<file path="src/rtl/router_reg.sv">
// router_reg: datapath register stage of the 1x3 router.
// Captures the header byte, parks the byte that arrives while the selected
// FIFO is full, and accumulates running XOR parity over header + payload.
// The received parity byte is compared against that running parity once it
// has been forwarded, and a mismatch raises err.
module router_reg #(
    parameter int         DATA_WIDTH   = 8,
    parameter logic [1:0] INVALID_ADDR = 2'b11
) (
    input  logic                  clock,
    input  logic                  resetn,
    input  logic                  pkt_valid,
    input  logic [DATA_WIDTH-1:0] data_in,
    input  logic                  fifo_full,
    input  logic                  rst_int_reg,
    input  logic                  detect_add,
    input  logic                  ld_state,
    input  logic                  laf_state,
    input  logic                  full_state,
    input  logic                  lfd_state,
    output logic                  parity_done,
    output logic                  low_packet_valid,
    output logic                  err,
    output logic [DATA_WIDTH-1:0] dout
);

    logic [DATA_WIDTH-1:0] dout_reg,        dout_next;
    logic [DATA_WIDTH-1:0] header_byte_reg, header_byte_next;
    logic [DATA_WIDTH-1:0] full_byte_reg,   full_byte_next;
    logic [DATA_WIDTH-1:0] int_parity_reg,  int_parity_next;
    logic [DATA_WIDTH-1:0] pkt_parity_reg,  pkt_parity_next;
    logic                  parity_done_reg, parity_done_next;
    logic                  low_pkt_reg,     low_pkt_next;
    logic                  err_reg,         err_next;

    logic header_ok;
    logic parity_set;

    // A header is only accepted when it addresses a real output port.
    assign header_ok = detect_add & pkt_valid & (data_in[1:0] != INVALID_ADDR);

    // Parity byte has reached the FIFO either directly from LOAD_DATA or,
    // when it arrived while full, from the LOAD_AFTER_FULL replay.
    assign parity_set = (ld_state & ~fifo_full & ~pkt_valid) |
                        (laf_state & low_pkt_reg & ~parity_done_reg);

    // Byte steering: header capture, header replay, payload, full parking, full replay.
    always_comb begin
        dout_next        = dout_reg;
        header_byte_next = header_byte_reg;
        full_byte_next   = full_byte_reg;
        if (header_ok) begin
            header_byte_next = data_in;
        end else if (lfd_state) begin
            dout_next = header_byte_reg;
        end else if (ld_state && !fifo_full) begin
            dout_next = data_in;
        end else if (ld_state && fifo_full) begin
            full_byte_next = data_in;
        end else if (laf_state) begin
            dout_next = full_byte_reg;
        end
    end

    // Running parity over header and payload; received parity byte is latched separately.
    always_comb begin
        int_parity_next = int_parity_reg;
        pkt_parity_next = pkt_parity_reg;
        if (detect_add) begin
            int_parity_next = '0;
        end else if (lfd_state) begin
            int_parity_next = int_parity_reg ^ header_byte_reg;
        end else if (ld_state && pkt_valid && !full_state) begin
            int_parity_next = int_parity_reg ^ data_in;
        end
        if (ld_state && !pkt_valid) begin
            pkt_parity_next = data_in;
        end else if (detect_add) begin
            pkt_parity_next = '0;
        end
    end

    // Status flags back to the FSM; a new packet (detect_add) clears before any set.
    always_comb begin
        parity_done_next = parity_done_reg;
        low_pkt_next     = low_pkt_reg;
        err_next         = err_reg;
        if (detect_add) begin
            parity_done_next = 1'b0;
        end else if (parity_set) begin
            parity_done_next = 1'b1;
        end
        if (rst_int_reg) begin
            low_pkt_next = 1'b0;
        end else if (ld_state && !pkt_valid) begin
            low_pkt_next = 1'b1;
        end
        // Uses the registered parity_done, so err lands one cycle after it.
        if (detect_add) begin
            err_next = 1'b0;
        end else if (parity_done_reg && (int_parity_reg != pkt_parity_reg)) begin
            err_next = 1'b1;
        end
    end

    // State registers; reset clears every byte so no partial packet survives.
    always_ff @(posedge clock or negedge resetn) begin
        if (!resetn) begin
            dout_reg        <= '0;
            header_byte_reg <= '0;
            full_byte_reg   <= '0;
            int_parity_reg  <= '0;
            pkt_parity_reg  <= '0;
            parity_done_reg <= 1'b0;
            low_pkt_reg     <= 1'b0;
            err_reg         <= 1'b0;
        end else begin
            dout_reg        <= dout_next;
            header_byte_reg <= header_byte_next;
            full_byte_reg   <= full_byte_next;
            int_parity_reg  <= int_parity_next;
            pkt_parity_reg  <= pkt_parity_next;
            parity_done_reg <= parity_done_next;
            low_pkt_reg     <= low_pkt_next;
            err_reg         <= err_next;
        end
    end

    assign dout             = dout_reg;
    assign parity_done      = parity_done_reg;
    assign low_packet_valid = low_pkt_reg;
    assign err              = err_reg;

endmodule
</file>
<file path="config.mk">
export PLATFORM = sky130hd
export DESIGN_NAME = router_reg
export DESIGN_NICKNAME = d
export VERILOG_FILES = /design/src/rtl/router_reg.sv
export SDC_FILE = /design/constraint.sdc
export NUM_CORES = 1
export LEC_CHECK = 0
export ABC_AREA = 1
export CORE_MARGIN = 10
export CORE_UTILIZATION = 45
export DETAILED_ROUTE_END_ITERATION = 10
export GPL_TIMING_DRIVEN = 0
export PLACE_DENSITY = 0.74
export SLEW_MARGIN = 30
export SYNTH_ARGS = -nofsm -noshare
export SYNTH_HDL_FRONTEND = slang
export SYNTH_SLANG_ARGS = --single-unit
</file>
<file path="constraint.sdc">
create_clock -name clock -period 1.2 [get_ports clock]
set_input_delay 0.12 -clock clock [delete_from_list [all_inputs] [get_ports clock]]
set_output_delay 0.12 -clock clock [all_outputs]
set_load 0.02 [all_outputs]
</file>
== Word level (Yosys, flattened, before mapping) ==
Index checks and enable logic that the tools add are counted.
Storage, ports and cells
  register bits after elaboration: 43
  input bits: 18
  output and inout bits: 11
  logic and storage cells: 58
Operators by class
  equality and inequality tests: 3
  mux-type cells: 15
  bitwise gates (word level): 15
  reductions and logical operators: 17
Operator list (number)
  2-to-1 mux 8 bit: 9
  XOR 8 bit: 2
  != test 8 bit: 1
  nonzero test 2 bit: 4
  AND 1 bit: 6
  logical AND 1 bit: 6
  2-to-1 mux 1 bit: 6
  NOT 1 bit: 6
  nonzero test 3 bit: 2
  AND reduction 4 bit: 1
  zero test 1 bit: 3
  != test 3 bit (second input constant): 1
  AND reduction 3 bit: 1
  != test 2 bit (second input constant): 1
  bitwise OR 1 bit: 1

== Longest topological paths before layout ==
Gate-level depths: netlist of the first run.
  depth in word-level cells: 6
  depth in mapped cells: 8
  mapped depth without buffers: 8

== Worst setup path after synthesis of the first run ==
Ideal clock, no wire load.
  path type: input to register
  start point: in detect_add
  end point: reg full_byte_reg[3]
  setup time: 122 ps
  arrival: 924 ps
  path slack: 153 ps
  stages on the path: 8
  buffers on the path: 2
  path through: buf_2 -> nand2_1 -> nor2_2 -> inv_2 -> nand4_2 -> buf_4 -> nand2_1 -> o21ai_1
Between the ends
  longest elaborated chain between the ends: 4
Ends and longest elaborated chain
  from (decl): RTL line 16  | input logic detect_add,
  AND 1 bit (2 in a row): RTL line 40  | assign header_ok = detect_add & pkt_valid & (data_in[1:0] != INVALID_ADDR);
  NOT 1 bit (no line)
  AND reduction 4 bit (no line)
  to (signal assigned): RTL line 120  | full_byte_reg <= full_byte_next;
  to (decl): RTL line 29  | logic [DATA_WIDTH-1:0] full_byte_reg, full_byte_next;
Every way passes these cells.
A chain may end at the register's enable or synchronous reset.

== Final worst setup path of the first run ==
  start point: in data_in[0]
  end point: reg dout_reg[6] (netlist: dout[6])
Between the ends
  longest elaborated chain between the ends: 4
Ends and longest elaborated chain
  from (decl): RTL line 13  | input logic [DATA_WIDTH-1:0] data_in,
  != test 2 bit: RTL line 40
  AND 1 bit: RTL line 40
  NOT 1 bit (no line)
  AND reduction 3 bit (no line)
  to (signal assigned): RTL line 118  | dout_reg <= dout_next;
  to (decl): RTL line 27  | logic [DATA_WIDTH-1:0] dout_reg, dout_next;
Every way passes these cells.

==> results of run 1 <==
cell families (layout without fill, tap and decap cells):
logic type,Yosys count,in the layout
simple gates,80,81
compound gates,75,75
flops,43,43
buf+inv,34,76
xor+xnor,3,3
path summary, 6_finish.rpt:
check                                           to  slack (ns)  cells past startpoint
worst min register to register  header_byte_reg[7]        0.49                      2
worst max register to register                 err        0.12                      8
min in group asynchronous                  dout[0]        0.34                      2
worst min-delay path                           err        0.09                      2
max in group asynchronous                      err        0.37                      3
worst max-delay path                       dout[6]        0.04                      8
power by group through the flow:
stage	logic, mW	registers, mW	clock network [mW]
6_report	0.784	1.76	1.18
5_1_grt	0.883	1.78	1.27
4_1_cts	0.761	1.76	1.19
3_5_place_dp	0.779	1.79	0
3_3_place_gp	0.752	1.78	0
2_1_floorplan	0.390	1.84	0
placed cells by master, fill, tap and decap left out, types with 6 or more instances in the layout:
cell type / n
inv_1: 22
o21ai_1: 13
buf_4: 7
clkbuf_8: 6
a21oi_1: 20
nand2_1: 53
nor2_1: 11
a31oi_1: 8
dfrtp_1: 43
dlygate4sd2_1: 12
clkdlybuf4s50_1: 11
o21ai_0: 27
stage by stage:
step	TNS, ns	worst slack [ns]	instances	power [mW]	area [um^2]
2_1_floorplan	0	0.153	235	2.23	1990
3_3_place_gp	-63.25	-1.11	313	2.53	2310
3_5_place_dp	-16.94	-0.618	314	2.57	2330
4_1_cts	0	0.0346	328	3.71	2500
5_1_grt	0	0.00102	330	3.93	2550
6_report	0	0.0384	330	3.73	2550
cell usage after synthesis, drive strengths merged:
library cell   n
xnor2          3
inv           24
and3           3
nor2          14
nand4          1
nand3          4
nor3           3
nand2         55
clkbuf         4
a31oi          8
o21ai         41
dfrtp         43
o22ai          5
a21oi         21
buf            6
area by class of cell:
| class | instances | area, um^2 | share of cell area |
|---|---|---|---|
| inverters | 24 | 90.1 | 0.0353 |
| multi-input cells | 159 | 816 | 0.320 |
| clock buffers | 6 | 82.6 | 0.0324 |
| clock inverters | 2 | 35.0 | 0.0137 |
| well taps | 52 | 65.1 | 0.0255 |
| flip-flops and latches | 43 | 1080 | 0.422 |
| repair buffers | 35 | 332 | 0.130 |
| plain buffers | 9 | 52.6 | 0.0206 |
layer usage:
layer	vias up	GRT usage
met3	14	0.0507
met4	0	0.0633
met1	828	0.167
met5	-	0
met2	52	0.219
li1	876	-
repair_timing:
action,CTS,global route
setup endpoints to repair,42,35
setup buffers,6,0
hold buffers,1,0
resized for setup,17,19
pin swaps,2,0
endpoints found under the hold margin,22,0
cloned,0,2
critical path: stages:
cell	delay [ns]
clkdlybuf4s50_1	0.50
nand2_1	0.08
nand2_2	0.08
nor2_4	0.04
a21oi_4	0.20
buf_6	0.16
nor2_1	0.04
a31oi_1	0.15
==> impl_metrics.py, run 1 <==
metrics = {
    "run_status": {
        "status": "finished clean",
    },
    "synthesis": {
        "ys_seq_elements": 43,
        "ys_warn_count": 0,
        "yosysTopAreaCellShare": 0.542,
        "synth-simple-area-share": 0.170,
        "synth_area_leaders": "dfrtp_1, nand2_1, o21ai_0",
        "synth_cell_types": 22,
        "synth_top_family_by_area": "compound AO/OA/AOI/OAI gates",
        "synthXorXnorAreaFrac": 0.0132,
        "synthAdderAreaFrac": 0,
        "netlist_instances": 235,
        "synthMuxAreaShare": 0,
        "yosysSeqAreaShare": 0.542,
        "synth_compound_area_frac": 0.203,
        "synth_top_area_cell": "dfrtp_1",
        "syn-num-nets": 253,
        "synth_area_um2": 1990,
        "syn_area_per_cell_um2": 8.45,
    },
    "cells_and_area": {
        "drive_gt1_frac": 0.133,
        "area.growth.synth_to_final_pct": 28.3,
        "final_nets": 295,
        "utilization": 0.589,
        "fillers": 396,
        "n_antenna_cell": 0,
    },
    "timing": {
        "skew_ns": 0.00165,
        "max_freq_mhz": 861,
        "worstMarginPinSlew_ns": 0.554,
        "min_period_ns": 1.16,
        "period_share": 0.968,
        "max_slew_margin": 0.631,
        "drv_slew": 0,
        "rsz0062_at_grt": "false",
        "whs_ns": 0.0946,
        "setup_viol": 0,
        "hold_viol": 0,
    },
    "worst_setup_path": {
        "start_kind": "input pin",
        "worstPathRequired_ns": 1.42,
        "path_max_fanout": 5,
        "r2r_start": "int_parity_reg[5]",
        "criticalPathCategory": "in2reg",
        "worstPathArrival_ns": 1.38,
        "cp-end-kind": "flip-flop",
        "startpoint": "data_in[0]",
    },
    "routing": {
        "final_antenna_net_count": 0,
        "wl_met2_mm": 2.31,
        "drc_errors": 0,
        "drtPass1Iterations": 4,
        "wire_per_inst_um": 15.0,
        "top_layer": "met4",
        "wl_mm": 4.94,
        "via_per_inst": 5.36,
        "num_vias": 1770,
        "drt-initial-drc-count": 88,
        "wl_met3_um": 324,
        "wl_met1_mm": 2.19,
    },
    "clock_tree": {
        "clk_pin_slew_ns": 0.08,
        "clk_latency_ns": 0.30,
        "cts_made_buffers": 5,
        "root_buffer": "clkbuf_8",
        "htree_levels": 2,
        "clk_path_buf_depth": 2,
        "cts_tree": "built",
        "cts_sinks": 43,
    },
    "job": {
        "drv_cap": 0,
    },
    "floorplan": {
        "start_util": 0.459,
        "dieArea_um2": 7470,
        "die_h_um": 86.5,
        "fp.dieW_um": 86.5,
        "ios": 29,
        "core-area_um2": 4320,
        "rows": 24,
    },
    "power": {
        "power_density_nw_per_um2": 1460,
        "power_frac_comb": 0.211,
        "swShare": 0.289,
        "internal_power_mw": 2.65,
        "pwr-share-seq": 0.472,
        "leakage_nw": 1.21,
        "p_switching_mw": 1.08,
        "vdd_ir_drop_max_v": 0.00113,
        "clockPowerShare": 0.317,
    },
    "grt": {
        "grt_pass1_vias": 1807,
        "grt_pass1_wl_mm": 8.44,
        "grt_max_degree": 24,
        "overflow": 0,
        "antenna_found_initial": 0,
        "track_usage": 0.140,
    },
    "worst_hold_path": {
        "holdCritPathClass": "in2reg",
        "hold_path.startpoint": "detect_add",
    },
    "placed_design": {
        "io_buffers": 26,
        "hpwlAfterDp_mm": 3.53,
        "gp_congestion": 0.834,
    },
}
Power figures use the tool's default switching activity.
==> run 2: changes to the inputs <==
--- a/config.mk
+++ b/config.mk
@@ -7,4 +7,5 @@
 export LEC_CHECK = 0
 export ABC_AREA = 1
+export CAP_MARGIN = 5
 export CORE_MARGIN = 10
 export CORE_UTILIZATION = 45
==> constraint.sdc (replaced) <==
create_clock -name clock -period 1.2 [get_ports clock]
set_input_delay 0.12 -clock clock [delete_from_list [all_inputs] [get_ports clock]]
set_output_delay 0.12 -clock clock [all_outputs]
set_load 0.005 [all_outputs]
==> impl_metrics.py, run 2 (synthesis gave the netlist of run 1 again) <==
metrics = {
    "run_status": {
        "status": "finished clean",
    },
    "floorplan": {
        "dieArea_um2": 7470,
        "core-area_um2": 4320,
        "fp.dieW_um": 86.5,
        "die_h_um": 86.5,
        "rows": 24,
        "ios": 29,
        "start_util": 0.459,
    },
    "clock_tree": {
        "clk_latency_ns": 0.30,
        "clk_pin_slew_ns": 0.08,
        "cts_made_buffers": 5,
        "cts_sinks": 43,
        "htree_levels": 2,
        "cts_tree": "built",
        "root_buffer": "clkbuf_8",
        "clk_path_buf_depth": 2,
    },
    "cells_and_area": {
        "area.growth.synth_to_final_pct": 30.3,
        "final_common_cell": "nand2_1",
        "layout_common_cells": "nand2_1, dfrtp_1, o21ai_0",
        "multi_input_area_um2": 818,
        "finalNonFillerCells": 335,
        "fillers": 391,
        "final_nets": 300,
        "drive_gt1_frac": 0.152,
        "n_antenna_cell": 0,
        "regArea_um2": 1080,
        "utilization": 0.599,
    },
    "worst_setup_path": {
        "cpMaxStageDelayCell": "clkdlybuf4s50_1",
        "cp-end-kind": "flip-flop",
        "start_kind": "input pin",
        "worstPathArrival_ns": 1.39,
        "criticalPathCategory": "in2reg",
        "regToRegSetupSlack_ns": 0.12,
        "r2r_start": "int_parity_reg[5]",
        "crit_chain": "clkdlybuf4s50_1 -> nand2_1 -> nand2_2 -> nor2_4 -> a21oi_4 -> buf_6 -> nor2_1 -> a31oi_1",
        "reg2reg_depth": 8,
        "worstPathRequired_ns": 1.42,
        "crit_path_max_incr_delay_ns": 0.50,
        "timing.rr.end": "err",
        "path_max_fanout": 5,
    },
    "timing": {
        "rsz0062_at_grt": "false",
        "max_slew_margin": 0.629,
        "period_share": 0.972,
        "tns_ns": 0,
        "worstMarginPinSlew_ns": 0.557,
        "drv_slew": 0,
        "hold_viol": 0,
        "max_freq_mhz": 858,
        "min_period_ns": 1.17,
        "skew_ns": 0.00279,
        "setup_viol": 0,
    },
    "worst_hold_path": {
        "hold_end": "err",
        "hold_path_depth": 2,
        "holdCritPathClass": "in2reg",
        "hold_path.startpoint": "detect_add",
    },
    "power": {
        "vdd_ir_drop_max_v": 0.00112,
        "leakage_nw": 1.24,
        "power_density_nw_per_um2": 1430,
    },
    "routing": {
        "wl_mm": 5.05,
        "drtPass1Iterations": 4,
        "final_antenna_net_count": 0,
        "via_per_inst": 5.34,
        "drc_errors": 0,
        "drt-initial-drc-count": 100,
        "num_vias": 1789,
        "wire_per_inst_um": 15.1,
    },
    "grt": {
        "grt_pass1_wl_mm": 8.56,
        "antenna_found_initial": 0,
        "grt_pass1_vias": 1833,
        "track_usage": 0.142,
        "overflow": 0,
        "grt_max_degree": 24,
    },
    "placed_design": {
        "gp_congestion": 0.834,
        "hpwlAfterDp_mm": 3.53,
        "post-place-cells": 314,
        "io_buffers": 26,
    },
    "job": {
        "drv_cap": 0,
    },
}
## run 2: cell types whose count changed in the layout (fill, tap and decap cells not counted)
cell    before  now
nor2_2       0    1
buf_4        7   12
nor2_1      11   10
## run 2: critical path, delay by kind of cell
kind                   cells  cell delay (ns)
buffers and inverters      2             0.66
AO/OA/AOI/OAI              2             0.35
AND/OR/NAND/NOR            4             0.24
## run 2: per-stage QoR
| stage | total power, mW | worst slack (ns) | hold slack (ns) | instance area (um^2) |
|---|---|---|---|---|
| finish | 3.70 | 0.0339 | 0.0963 | 2590 |
| global placement | 2.46 | -1.11 | 0.401 | 2310 |
| global route | 3.91 | 0.000996 | 0.0992 | 2590 |
| floorplan | 2.16 | 0.153 | -0.176 | 1990 |
| detailed placement | 2.50 | -0.618 | 0.144 | 2330 |
| CTS | 3.68 | 0.0346 | 0.0775 | 2540 |
## run 2: area by class of cell
| cell class | instances | area share |
|---|---|---|
| clock buffer | 6 | 0.0319 |
| sequential | 43 | 0.416 |
| timing repair buffer | 40 | 0.143 |
| buffer | 9 | 0.0203 |
| tap | 52 | 0.0251 |
| clock inverter | 2 | 0.0135 |
| inverter | 24 | 0.0348 |
| multi-input combinational | 159 | 0.316 |
## run 2: layer usage
metal,wire (um),share of wire,GRT usage
met1,2170,0.43,0.169
met2,2410,0.48,0.224
met3,355,0.070,0.0507
met4,112,0.022,0.0633
met5,0,0,0
## run 2: worst max path at each step
| stage | cells after the start | to | from |
|---|---|---|---|
| 2_1_floorplan | 8 | full_byte_reg[3] | detect_add |
| 3_5_place_dp | 8 | dout[6] | ld_state |
| 3_3_place_gp | 1 | low_packet_valid | resetn |
| 5_1_grt | 8 | dout[2] | data_in[0] |
| 6_report | 8 | dout[6] | data_in[0] |
| 4_1_cts | 7 | int_parity_reg[4] | pkt_valid |
## run 2: power breakdown
group / switching [mW] / internal, mW / total (mW)
registers: 0.107 / 1.65 / 1.76
logic: 0.404 / 0.353 / 0.757
clock network: 0.508 / 0.673 / 1.18
## run 2: repair_timing
action,4_1_cts,5_1_grt
hold buffers,1,0
resized for setup,17,20
setup endpoints to repair,42,35
cloned,0,2
hold endpoints to repair,22,0
pin swaps,2,0
buffers inserted,11,0
==> run 3: changes to the inputs <==
ABC_CLOCK_PERIOD_IN_PS = 1200   (was unset)
CORE_MARGIN = unset   (was 10)
==> impl_metrics.py, run 3 (synthesis gave the netlist of run 1 again) <==
metrics = {
    "run_status": {
        "status": "finished clean",
    },
    "timing": {
        "period_share": 0.942,
        "min_period_ns": 1.13,
        "drv_slew": 0,
        "worstMarginPinSlew_ns": 0.427,
        "hold_viol": 0,
        "tns_ns": 0,
        "max_freq_mhz": 884,
        "max_slew_margin": 0.715,
        "setup_viol": 0,
        "worst_slack_ns": 0.0693,
        "whs_ns": 0.109,
        "skew_ns": 0.00641,
    },
    "clock_tree": {
        "clk_latency_ns": 0.29,
        "clk_path_buf_depth": 2,
        "htree_levels": 2,
        "cts_tree": "built",
        "root_buffer": "clkbuf_8",
        "clk_pin_slew_ns": 0.07,
        "cts_sinks": 43,
        "cts_made_buffers": 5,
    },
    "worst_setup_path": {
        "cp-end-kind": "flip-flop",
        "regToRegSetupSlack_ns": 0.15,
        "worstPathArrival_ns": 1.31,
        "timing.rr.end": "err",
        "start_kind": "input pin",
        "criticalPathCategory": "in2reg",
        "path_max_fanout": 4,
        "r2r_start": "int_parity_reg[5]",
        "reg2reg_depth": 8,
        "worstPathRequired_ns": 1.38,
    },
    "routing": {
        "num_vias": 1765,
        "via_per_inst": 5.28,
        "final_antenna_net_count": 0,
        "drtPass1Iterations": 4,
        "drc_errors": 0,
        "drt-initial-drc-count": 162,
        "wire_per_inst_um": 13.6,
        "wl_mm": 4.53,
    },
    "power": {
        "pwr-share-seq": 0.503,
        "internal_power_mw": 2.52,
        "power_frac_comb": 0.209,
        "p_switching_mw": 0.963,
        "clockPowerShare": 0.288,
        "leakage_nw": 1.23,
        "power_density_nw_per_um2": 1350,
        "vdd_ir_drop_max_v": 0.000738,
        "swShare": 0.276,
    },
    "floorplan": {
        "rows": 23,
        "die_h_um": 68.5,
        "core-area_um2": 4120,
        "fp.dieW_um": 68.5,
        "dieArea_um2": 4690,
        "start_util": 0.483,
        "ios": 29,
    },
    "cells_and_area": {
        "area.growth.synth_to_final_pct": 30.0,
        "final_nets": 301,
        "layout_common_cells": "nand2_1, dfrtp_1, o21ai_0",
        "n_antenna_cell": 0,
        "fillers": 376,
        "final_common_cell": "nand2_1",
        "utilization": 0.628,
        "drive_gt1_frac": 0.144,
        "finalNonFillerCells": 334,
    },
    "placed_design": {
        "gp_congestion": 0.820,
        "post-place-cells": 313,
        "io_buffers": 26,
        "hpwlAfterDp_mm": 3.28,
        "dp_slack_ns": -0.552,
    },
    "grt": {
        "grt_pass1_vias": 1604,
        "grt_max_degree": 18,
        "overflow": 0,
        "antenna_found_initial": 0,
        "track_usage": 0.219,
        "grt_pass1_wl_mm": 7.36,
    },
    "worst_hold_path": {
        "hold_path_depth": 2,
        "holdCritPathClass": "in2reg",
        "hold_path.startpoint": "detect_add",
        "hold_end": "err",
    },
    "job": {
        "drv_cap": 0,
    },
}
## run 3: worst max-delay path by stage
stage / start / endpoint / slack, ns
after floorplan: detect_add / full_byte_reg[3] / 0.15
after global routing: data_in[0] / full_byte_reg[1] / -0.03
after detailed placement: ld_state / dout[6] / -0.55
after global placement: resetn / int_parity_reg[7] / -1.11
after CTS: data_in[1] / header_byte_reg[0] / 0.007
final: data_in[1] / full_byte_reg[6] / 0.07
## run 3: routing by layer
layer,global-route usage,part of all wire
met1,0.298,0.46
met2,0.354,0.48
met3,0.0400,0.044
met4,0.0651,0.013
met5,0,0
## run 3: power groups by stage
| stage | sequential (mW) | clock, mW | combinational, mW |
|---|---|---|---|
| 3_3_place_gp | 1.78 | 0 | 0.672 |
| 2_1_floorplan | 1.77 | 0 | 0.390 |
| 4_1_cts | 1.75 | 1.02 | 0.712 |
| 5_1_grt | 1.78 | 1.07 | 0.833 |
| 3_5_place_dp | 1.79 | 0 | 0.708 |
| 6_report | 1.75 | 1.00 | 0.728 |
## run 3: worst max-delay path: stages
cell and delay, ns:
clkdlybuf4s50_1 0.47, nand2_1 0.10, nand2_2 0.10, nor2_4 0.05, inv_2 0.10, nand4_4 0.09
buf_4 0.17, nand2_1 0.05, o21ai_1 0.06
## run 3: cell type report
cell class	count	area (um^2)	share of cell area
clock buffers	8	100	0.0388
well taps	50	62.6	0.0242
flip-flops and latches	43	1080	0.417
repair buffers	41	392	0.152
inverters	24	90.1	0.0349
multi-input cells	158	795	0.308
plain buffers	10	67.6	0.0262
## run 3: what timing repair did
action	in CTS	in global routing
setup buffers	9	2
pin swaps	2	1
hold endpoints to repair	12	0
hold buffers	1	0
resized for setup	16	16
cloned	0	1
setup endpoints to repair	41	32
## run 3: stage by stage
step	instance area, um^2	power, mW
finish	2580	3.49
floorplan	1990	2.16
global placement	2310	2.45
detailed placement	2360	2.49
global route	2580	3.69
CTS	2540	3.49
